===== config.mk =====
export PLATFORM = sky130hd
export DESIGN_NAME = uart_sdram_cmd_bridge_flat
export DESIGN_NICKNAME = d
export VERILOG_FILES = /design/src/rtl/uart_sdram_bridge_pkg.sv /design/src/rtl/uart_sdram_cmd_bridge_if.sv /design/src/rtl/bridge_timeout_ctr.sv /design/src/rtl/uart_sdram_cmd_bridge.sv /design/src/flat_wrapper.sv
export SDC_FILE = /design/constraint.sdc
export NUM_CORES = 1
export LEC_CHECK = 0
export ABC_CLOCK_PERIOD_IN_PS = 1800
export BUFFER_PORTS_ARGS = -buffer_cell sky130_fd_sc_hd__buf_4
export CAP_MARGIN = 10
export CORE_MARGIN = 4
export CORE_UTILIZATION = 52
export DETAILED_ROUTE_END_ITERATION = 16
export PLACE_DENSITY = 0.76
export SLEW_MARGIN = 10
export SYNTH_ARGS = -nofsm -noshare
export SYNTH_HDL_FRONTEND = slang
export SYNTH_SLANG_ARGS = --single-unit
export TNS_END_PERCENT = 20

===== constraint.sdc =====
create_clock -name i_clk -period 1.8 [get_ports i_clk]
set_input_delay 0.18 -clock i_clk [delete_from_list [all_inputs] [get_ports i_clk]]
set_output_delay 0.18 -clock i_clk [all_outputs]
set_load 0.05 [all_outputs]

===== src/rtl/uart_sdram_bridge_pkg.sv =====
// Shared types and byte constants for the UART-to-SDRAM command bridge.
package uart_sdram_bridge_pkg;

  typedef enum logic [3:0] {
    IDLE,
    GET_ADDR,
    GET_DATA,
    GET_COUNT,
    ISSUE_WR,
    ISSUE_RD,
    WAIT_RD,
    SEND,
    SEND_ACK,
    SEND_ERR
  } bridge_state_t;

  localparam logic [7:0] CMD_WR      = 8'h77;
  localparam logic [7:0] CMD_RD      = 8'h72;
  localparam logic [7:0] CMD_BURST   = 8'h62;
  localparam logic [7:0] RSP_ACK     = 8'h4B;
  localparam logic [7:0] RSP_BADCMD  = 8'h3F;
  localparam logic [7:0] RSP_TIMEOUT = 8'h21;

  // Number of UART bytes needed to carry a field of the given bit width.
  function automatic int unsigned bytes_for(input int unsigned bits);
    return (bits + 32'd7) / 32'd8;
  endfunction

endpackage


===== src/rtl/uart_sdram_cmd_bridge_if.sv =====
// UART byte handshakes plus sdram_ctrl request ports; master = bridge side.
interface uart_sdram_cmd_bridge_if #(
  parameter int unsigned AddrWidth = 22,
  parameter int unsigned DataWidth = 16
);
  logic [7:0]           i_rx_data;
  logic                 i_rx_rdy;
  logic                 o_rx_req;
  logic [7:0]           o_tx_data;
  logic                 o_tx_req;
  logic                 i_tx_rdy;
  logic                 o_wr_req;
  logic [AddrWidth-1:0] o_wr_addr;
  logic [DataWidth-1:0] o_wr_data;
  logic                 o_rd_req;
  logic [AddrWidth-1:0] o_rd_addr;
  logic [DataWidth-1:0] i_rd_data;
  logic                 i_rd_rdy;
  logic                 i_ctrl_rdy;

  modport master (
    input  i_rx_data, i_rx_rdy, i_tx_rdy, i_rd_data, i_rd_rdy, i_ctrl_rdy,
    output o_rx_req, o_tx_data, o_tx_req, o_wr_req, o_wr_addr, o_wr_data,
           o_rd_req, o_rd_addr
  );

  modport slave (
    output i_rx_data, i_rx_rdy, i_tx_rdy, i_rd_data, i_rd_rdy, i_ctrl_rdy,
    input  o_rx_req, o_tx_data, o_tx_req, o_wr_req, o_wr_addr, o_wr_data,
           o_rd_req, o_rd_addr
  );
endinterface


===== src/rtl/bridge_timeout_ctr.sv =====
// Inter-byte idle counter; o_expire pulses once after TimeoutCycles enabled cycles.
module bridge_timeout_ctr #(
  parameter int unsigned TimeoutCycles = 1_000_000
) (
  input  logic i_clk,
  input  logic i_rst,
  input  logic i_en,
  input  logic i_clr,
  output logic o_expire
);
  localparam int unsigned CntW = $clog2(TimeoutCycles + 1);

  logic [CntW-1:0] cnt;

  // Saturates at TimeoutCycles so the expire pulse cannot repeat without a clear.
  always_ff @(posedge i_clk) begin
    if (i_rst || i_clr) begin
      cnt      <= '0;
      o_expire <= 1'b0;
    end else if (i_en) begin
      o_expire <= (cnt == CntW'(TimeoutCycles - 1));
      if (cnt != CntW'(TimeoutCycles)) cnt <= cnt + CntW'(1);
    end else begin
      o_expire <= 1'b0;
    end
  end
endmodule


===== src/rtl/uart_sdram_cmd_bridge.sv =====
// Byte-stream command interpreter: 'w' write, 'r' read, 'b' burst read, with error and timeout replies.
module uart_sdram_cmd_bridge
  import uart_sdram_bridge_pkg::*;
#(
  parameter int unsigned AddrWidth     = 22,
  parameter int unsigned DataWidth     = 16,
  parameter int unsigned TimeoutCycles = 1_000_000,
  parameter int unsigned MaxBurst      = 256
) (
  input logic                     i_clk,
  input logic                     i_rst,
  uart_sdram_cmd_bridge_if.master bus
);
  localparam int unsigned AB     = bytes_for(AddrWidth);
  localparam int unsigned DB     = bytes_for(DataWidth);
  localparam int unsigned TxW    = DB * 8;
  localparam int unsigned CntW   = $clog2(((AB > DB) ? AB : DB) + 1);
  localparam int unsigned BurstW = (MaxBurst > 1) ? $clog2(MaxBurst) : 1;

  bridge_state_t        state;
  logic [7:0]           opcode;
  logic [AddrWidth-1:0] addr_q;
  logic [DataWidth-1:0] data_q;
  logic [BurstW-1:0]    burst_left;
  logic [CntW-1:0]      byte_cnt;
  logic [TxW-1:0]       tx_shift;
  logic [7:0]           err_code;
  logic                 expire;

  logic                 rx_req_q, tx_req_q, wr_req_q, rd_req_q;
  logic [7:0]           tx_data_q;
  logic [AddrWidth-1:0] wr_addr_q, rd_addr_q;
  logic [DataWidth-1:0] wr_data_q;

  logic in_get_c, rx_fire_c, tx_fire_c;

  assign in_get_c  = (state == GET_ADDR) || (state == GET_DATA) || (state == GET_COUNT);
  // Bytes are only pulled while parsing; a pending timeout wins over a late byte.
  assign rx_fire_c = ((state == IDLE) || in_get_c) && bus.i_rx_rdy && !rx_req_q && !expire;
  assign tx_fire_c = bus.i_tx_rdy && !tx_req_q;

  assign bus.o_rx_req  = rx_req_q;
  assign bus.o_tx_req  = tx_req_q;
  assign bus.o_tx_data = tx_data_q;
  assign bus.o_wr_req  = wr_req_q;
  assign bus.o_wr_addr = wr_addr_q;
  assign bus.o_wr_data = wr_data_q;
  assign bus.o_rd_req  = rd_req_q;
  assign bus.o_rd_addr = rd_addr_q;

  bridge_timeout_ctr #(.TimeoutCycles(TimeoutCycles)) u_timeout (
    .i_clk    (i_clk),
    .i_rst    (i_rst),
    .i_en     (in_get_c),
    .i_clr    (rx_fire_c || !in_get_c),
    .o_expire (expire)
  );

  always_ff @(posedge i_clk) begin
    if (i_rst) begin
      state      <= IDLE;
      opcode     <= '0;
      addr_q     <= '0;
      data_q     <= '0;
      burst_left <= '0;
      byte_cnt   <= '0;
      tx_shift   <= '0;
      err_code   <= '0;
      rx_req_q   <= 1'b0;
      tx_req_q   <= 1'b0;
      wr_req_q   <= 1'b0;
      rd_req_q   <= 1'b0;
      tx_data_q  <= '0;
      wr_addr_q  <= '0;
      wr_data_q  <= '0;
      rd_addr_q  <= '0;
    end else begin
      rx_req_q <= rx_fire_c;
      tx_req_q <= 1'b0;
      wr_req_q <= 1'b0;
      rd_req_q <= 1'b0;
      if (expire) begin
        err_code <= RSP_TIMEOUT;
        state    <= SEND_ERR;
      end else begin
        case (state)
          IDLE: if (rx_fire_c) begin
            opcode     <= bus.i_rx_data;
            byte_cnt   <= '0;
            burst_left <= '0;
            if (bus.i_rx_data == CMD_WR || bus.i_rx_data == CMD_RD || bus.i_rx_data == CMD_BURST) begin
              state <= GET_ADDR;
            end else begin
              err_code <= RSP_BADCMD;
              state    <= SEND_ERR;
            end
          end
          // MSB-first shift-in; the width cast drops excess high bits.
          GET_ADDR: if (rx_fire_c) begin
            addr_q <= AddrWidth'({addr_q, bus.i_rx_data});
            if (byte_cnt == CntW'(AB - 1)) begin
              byte_cnt <= '0;
              if (opcode == CMD_WR)         state <= GET_DATA;
              else if (opcode == CMD_BURST) state <= GET_COUNT;
              else                          state <= ISSUE_RD;
            end else begin
              byte_cnt <= byte_cnt + CntW'(1);
            end
          end
          GET_DATA: if (rx_fire_c) begin
            data_q <= DataWidth'({data_q, bus.i_rx_data});
            if (byte_cnt == CntW'(DB - 1)) begin
              byte_cnt <= '0;
              state    <= ISSUE_WR;
            end else begin
              byte_cnt <= byte_cnt + CntW'(1);
            end
          end
          GET_COUNT: if (rx_fire_c) begin
            burst_left <= (32'(bus.i_rx_data) >= MaxBurst) ? BurstW'(MaxBurst - 1)
                                                           : BurstW'(bus.i_rx_data);
            state      <= ISSUE_RD;
          end
          ISSUE_WR: if (bus.i_ctrl_rdy) begin
            wr_req_q  <= 1'b1;
            wr_addr_q <= addr_q;
            wr_data_q <= data_q;
            state     <= SEND_ACK;
          end
          ISSUE_RD: if (bus.i_ctrl_rdy) begin
            rd_req_q  <= 1'b1;
            rd_addr_q <= addr_q;
            state     <= WAIT_RD;
          end
          WAIT_RD: if (bus.i_rd_rdy) begin
            tx_shift <= TxW'(bus.i_rd_data);
            byte_cnt <= '0;
            state    <= SEND;
          end
          SEND: if (tx_fire_c) begin
            tx_req_q  <= 1'b1;
            tx_data_q <= tx_shift[TxW-1 -: 8];
            tx_shift  <= tx_shift << 8;
            if (byte_cnt == CntW'(DB - 1)) begin
              byte_cnt <= '0;
              if (burst_left != '0) begin
                burst_left <= burst_left - BurstW'(1);
                addr_q     <= addr_q + AddrWidth'(1);
                state      <= ISSUE_RD;
              end else begin
                state <= IDLE;
              end
            end else begin
              byte_cnt <= byte_cnt + CntW'(1);
            end
          end
          SEND_ACK: if (tx_fire_c) begin
            tx_req_q  <= 1'b1;
            tx_data_q <= RSP_ACK;
            state     <= IDLE;
          end
          SEND_ERR: if (tx_fire_c) begin
            tx_req_q  <= 1'b1;
            tx_data_q <= err_code;
            state     <= IDLE;
          end
          default: state <= IDLE;
        endcase
      end
    end
  end
endmodule

===== src/flat_wrapper.sv =====
// flat-port wrapper written by rule: the top's interface ports become plain ports
module uart_sdram_cmd_bridge_flat import uart_sdram_bridge_pkg::*;
#(
  parameter int unsigned AddrWidth     = 22,
  parameter int unsigned DataWidth     = 16,
  parameter int unsigned TimeoutCycles = 1_000_000,
  parameter int unsigned MaxBurst      = 256
)
  (i_clk, i_rst, bus_i_rx_data, bus_i_rx_rdy, bus_i_tx_rdy, bus_i_rd_data, bus_i_rd_rdy, bus_i_ctrl_rdy, bus_o_rx_req, bus_o_tx_data, bus_o_tx_req, bus_o_wr_req, bus_o_wr_addr, bus_o_wr_data, bus_o_rd_req, bus_o_rd_addr);
  uart_sdram_cmd_bridge_if #(.AddrWidth(AddrWidth), .DataWidth(DataWidth)) bus_i ();
  input logic i_clk;
  input logic i_rst;
  input wire logic [$bits(bus_i.i_rx_data)-1:0] bus_i_rx_data;
  input wire logic [$bits(bus_i.i_rx_rdy)-1:0] bus_i_rx_rdy;
  input wire logic [$bits(bus_i.i_tx_rdy)-1:0] bus_i_tx_rdy;
  input wire logic [$bits(bus_i.i_rd_data)-1:0] bus_i_rd_data;
  input wire logic [$bits(bus_i.i_rd_rdy)-1:0] bus_i_rd_rdy;
  input wire logic [$bits(bus_i.i_ctrl_rdy)-1:0] bus_i_ctrl_rdy;
  output wire logic [$bits(bus_i.o_rx_req)-1:0] bus_o_rx_req;
  output wire logic [$bits(bus_i.o_tx_data)-1:0] bus_o_tx_data;
  output wire logic [$bits(bus_i.o_tx_req)-1:0] bus_o_tx_req;
  output wire logic [$bits(bus_i.o_wr_req)-1:0] bus_o_wr_req;
  output wire logic [$bits(bus_i.o_wr_addr)-1:0] bus_o_wr_addr;
  output wire logic [$bits(bus_i.o_wr_data)-1:0] bus_o_wr_data;
  output wire logic [$bits(bus_i.o_rd_req)-1:0] bus_o_rd_req;
  output wire logic [$bits(bus_i.o_rd_addr)-1:0] bus_o_rd_addr;
  assign bus_i.i_rx_data = bus_i_rx_data;
  assign bus_i.i_rx_rdy = bus_i_rx_rdy;
  assign bus_i.i_tx_rdy = bus_i_tx_rdy;
  assign bus_i.i_rd_data = bus_i_rd_data;
  assign bus_i.i_rd_rdy = bus_i_rd_rdy;
  assign bus_i.i_ctrl_rdy = bus_i_ctrl_rdy;
  assign bus_o_rx_req = bus_i.o_rx_req;
  assign bus_o_tx_data = bus_i.o_tx_data;
  assign bus_o_tx_req = bus_i.o_tx_req;
  assign bus_o_wr_req = bus_i.o_wr_req;
  assign bus_o_wr_addr = bus_i.o_wr_addr;
  assign bus_o_wr_data = bus_i.o_wr_data;
  assign bus_o_rd_req = bus_i.o_rd_req;
  assign bus_o_rd_addr = bus_i.o_rd_addr;
  uart_sdram_cmd_bridge #(.AddrWidth(AddrWidth), .DataWidth(DataWidth), .TimeoutCycles(TimeoutCycles), .MaxBurst(MaxBurst)) u_core (.i_clk(i_clk), .i_rst(i_rst), .bus(bus_i));
endmodule

### Word level (Yosys, flattened, before mapping)

Cells that the tools add are included.

* flip-flop bits (word level): 172
* input bits: 30
* output and inout bits: 72
* word-level logic and storage cells: 171

* $add $sub $neg: 4
* eq/ne operators: 46
* multiplexer cells: 50
* bitwise gates (word level): 6
* reduce and logical (&&, ||, !) cells: 45

Operator list (count)
* $mux W22: 4
* $mux W8: 8
* $mux W4: 15
* $pmux W8 S3: 2
* $pmux W22 S2: 1
* $eq A8 B7 Y1 const B: 5
* $pmux W4 S9: 1
* $mux W16: 2
* $pmux W16 S2: 1
* $mux W6: 4
* $reduce_and A12 Y1: 2
* $add A22 B1 Y22 const B: 1
* $add A20 B1 Y20 const B: 1
* $eq A20 B20 Y1 const B: 1
* $ne A2 B1 Y1 const B: 10
* $ne A20 B20 Y1 const B: 1
* $ne A3 B2 Y1 const B: 6
* $reduce_and A3 Y1: 6
* $eq A4 B3 Y1 const B: 4
* $ne A3 B3 Y1 const B: 5
* $mux W2: 7
* $reduce_and A7 Y1: 2
* $ne A2 B2 Y1 const B: 6
* $reduce_or A3 Y1: 4
* other kinds (25): 52

### Logic depth before layout (Yosys ltp)

* word-level depth: 10
* gate-level depth with buffers: 9
* depth with buffers taken out: 7

### Cells and area by module

From an unflattened synthesis, not the netlist that was laid out.

* cell total of the unflattened synthesis: 998
* area, all modules: 7830.0 um^2

By module, submodules not included
* uart_sdram_cmd_bridge: instances 1, cells each 865, area an instance 6737.7 um^2
* bridge_timeout_ctr: instances 1, cells each 133, area an instance 1092.3 um^2

### Worst setup path before layout

No wires, ideal clock.

* kind: register to register
* start point: register u_core.burst_left[0]
* end point: register u_core.addr_q[5]
* setup time: 0.115 ns
* arrival time: 1.882 ns
* data required time: 1.685 ns
* setup slack: -0.197 ns
* stages on the path, launching flop included: 10
* buffers on the path: 2
* period minus slack after synthesis: 1.997 ns
* path through: dfxtp_1 -> inv_1 -> ha_1 -> or4bb_1 -> nor3_4 -> or3_4 -> buf_8 -> buf_12 -> nor2_2 -> o21a_1

* cells in the longest elaborated chain, start to end: 3

RTL lines
* from (decl): line uart_sdram_cmd_bridge.sv:24 `logic [BurstW-1:0] burst_left;`
* from (signal assigned): line uart_sdram_cmd_bridge.sv:120 `burst_left <= (32'(bus.i_rx_data) >= MaxBurst) ? BurstW'(MaxBurst - 1)`
* from (signal assigned): line uart_sdram_cmd_bridge.sv:147 `burst_left <= burst_left - BurstW'(1);`
* $reduce_bool A8 Y1: line uart_sdram_cmd_bridge.sv:146 `if (burst_left != '0) begin`
* $ne A2 B1 Y1 (no line)
* $reduce_and A6 Y1 (no line)
* to (signal assigned): line uart_sdram_cmd_bridge.sv:100 `addr_q <= AddrWidth'({addr_q, bus.i_rx_data});`
* to (signal assigned): line uart_sdram_cmd_bridge.sv:148 `addr_q <= addr_q + AddrWidth'(1);`
* to (decl): line uart_sdram_cmd_bridge.sv:22 `logic [AddrWidth-1:0] addr_q;`

No other way between the ends.
A chain may end at the register's enable or synchronous reset.

### Final worst setup path

* start point: register u_core.burst_left[1]
* end point: register u_core.addr_q[21]

Same word-level chain as after synthesis.

==> impl_metrics.toml <==
[finish]
antenna_cells = 0
drive_gt1_share_pct = 27.9
nets = 1175
synthToLayoutAreaGrowth_pct = 32.5

[synthesis]
postSynthCellCount = 975
syn_avg_cell_area_sq_um = 7.95
synth.most_common_cell = "nand2_1"
yosysTopAreaCell = "dfxtp_1"
syn_area_sq_um = 7750
ys_seq_elements = 171
ys_top_cells_by_count = "nand2_1, dfxtp_1, a21oi_1, nor2_1, clkbuf_1"
synthArstFlopShare_pct = 0
yosys_warnings = 0
ys_types = 77
yosysTopAreaCellShare_pct = 44.2
synth_edf_count = 0
seq_area_frac_synth_pct = 44.2
syn_nets = 1010
synth.area.top_cells = "dfxtp_1, nand2_1, a21oi_1"
synth_ff_type = "dfxtp_1"

[clock_tree]
path_clk_slew_ns = 0.07
cts_hold_buf = 0
htreeDepth = 4
cts_tree = "done"
clockRootBuffer = "clkbuf_16"
clock_latency_ns = 0.43
cts_buffers = 17
cts.path.max_buffers = 2
cts.sinks = 171

[place]
gp_congestion = 0.895
io_buffers = 101
place_ws_ns = -0.219
hpwl_um = 13900

[worst_setup_path]
crit_arrival_ns = 2.27
crit_type = "reg2reg"
required_ns = 2.14
max_stage_delay_ns = 0.47
cp_max_fo = 9
worstPathCellList = "inv_2 > ha_2 > or4bb_4 > nor3_4 > or3_4 > buf_12 > a21oi_2 > o32ai_2"
endpoint_kind = "flop"
cp_slowest_cell = "or4bb_4"
worstSetupStartpointType = "flop"

[global_route]
antenna_found_initial = 0
grt_max_degree = 59
grt_use_total_pct = 25.3
grt_pass1_vias = 7075
gr-total-overflow = 0
grt_pass1_wl_um = 34700

[routing]
wirelength_um = 21300
drtIter0Drc = 724
viasPerCell = 5.71
drt-pass1-iter-count = 7
ant_nets = 0
wire_per_inst_um = 16.0
drcViolationCount = 0
vias = 7633

[sta]
worst_pin_slew_ns = 0.466
rsz0062_at_grt = "true"
fmax_mhz = 516
maxSlewHeadroom_pct = 68.8
finalCriticalPeriod_ns = 1.94
finalSetupViolations = 25
fin_skew_ns = 0.00945
drv_slew = 0
timing.hold.ws_ns = 0.0227
fin_ws_ns = -0.136
tns_ns = -1.08
finalHoldViolations = 0
period_share_pct = 108

[floorplan]
die_y_um = 130
start_util_pct = 53.1
die-area_sq_um = 16900
core_area_sq_um = 14600
io_pins = 102
std_cell_rows = 44
dieWidth_um = 130

[run_status]
outcome = "complete, but fails checks"
violations = "setup timing"

[power]
ir_drop_mv = 0.816
power_w = 0.0107
power_leakage_nw = 3.93
powerDensity_nw_per_um2 = 1040

[min_path]
min_path_type = "in2reg"

[flow_run]
max-cap-violations = 0
==> critical path: cells and delay by family (launching register included) <==
family	cells	cell delay (ns)
buf+inv	2	0.19
compound gates	2	0.33
fa+ha+maj	1	0.15
flops	1	0.33
simple gates	3	0.83
==> area by class of cell <==
cell class / count / area (sq um)
flip-flops and latches: 171 / 3440
inverters: 16 / 60.1
fillers: 1148 / 4320
repair buffers: 218 / 1810
multi-input cells: 716 / 4120
clock inverters: 14 / 161
well taps: 184 / 230
clock buffers: 18 / 439
==> kinds of logic (layout without fill, tap and decap cells) <==
family / count (synthesis) / after routing / share of synthesized area [%]
and+or+nand+nor: 439 / 439 / 26.7
AOI/OAI and AO/OA: 241 / 241 / 19.6
DFF: 171 / 171 / 44.2
muxes: 11 / 11 / 1.42
buffers and inverters: 88 / 266 / 5.05
xor gates and xnor gates: 20 / 20 / 2.26
adders and majority gates: 5 / 5 / 0.807
==> worst paths after layout <==
kind	end	slack, ns	startpoint	depth (start not counted)
worst max-delay path	u_core.addr_q[21]	-0.14	u_core.burst_left[1]	8
worst min-delay path	u_core.tx_shift[13]	0.02	bus_i_rd_data[13]	3
worst max register to register	u_core.addr_q[21]	-0.14	u_core.burst_left[1]	8
worst min register to register	u_core.bus.o_wr_data[8]	0.45	u_core.data_q[8]	2
==> power by group <==
part / switching (W) / internal (W)
Combinational: 0.00156 / 0.00129
Sequential: 0.000152 / 0.00397
Clock: 0.00161 / 0.00212
==> per-layer routing <==
metal	up-vias	track usage, %	routed length, um
met2	261	40.2	10100
met5	-	0	0
li1	3719	-	-
met4	0	7.82	320
met1	3615	34.4	9500
met3	38	5.77	1400
==> per-stage QoR <==
stage | utilization [%] | area, sq um | cells
2_1_floorplan | - | 7760 | 975
3_3_place_gp | 63.8 | 9310 | 1290
3_5_place_dp | 63.8 | 9310 | 1290
4_1_cts | 69.0 | 10100 | 1326
5_1_grt | 70.4 | 10300 | 1337
6_report | 70.4 | 10300 | 1337
==> state kept, by name (all words and copies together) (netlist names), 2 cells and up <==
| signal | cells |
|---|---|
| u_core.addr_q | 22 |
| u_core.bus.o_rd_addr | 22 |
| u_core.bus.o_wr_addr | 22 |
| u_core.u_timeout.cnt | 20 |
| u_core.bus.o_wr_data | 16 |
| u_core.data_q | 16 |
| u_core.tx_shift | 16 |
| u_core.burst_left | 8 |
| u_core.bus.o_tx_data | 8 |
| u_core.opcode | 8 |
| u_core.state | 4 |
| u_core.byte_cnt | 2 |
| u_core.err_code | 2 |
==> cell usage in the layout (no fill, tap or decap), drive strengths merged, types with 16 or more instances in the layout <==
cell type	count
nor2	81
buf	218
inv	21
nand3	32
nand2	228
xor2	16
dfxtp	171
a21oi	125
o21ai	36
clkbuf	18
==> what timing repair did <==
action	4_1_cts	5_1_grt
setup buffers	4	11
pin swaps	6	21
resized for setup	26	31
setup endpoints to repair	66	123
cloned	1	0
(Power assumes the default switching activity.)
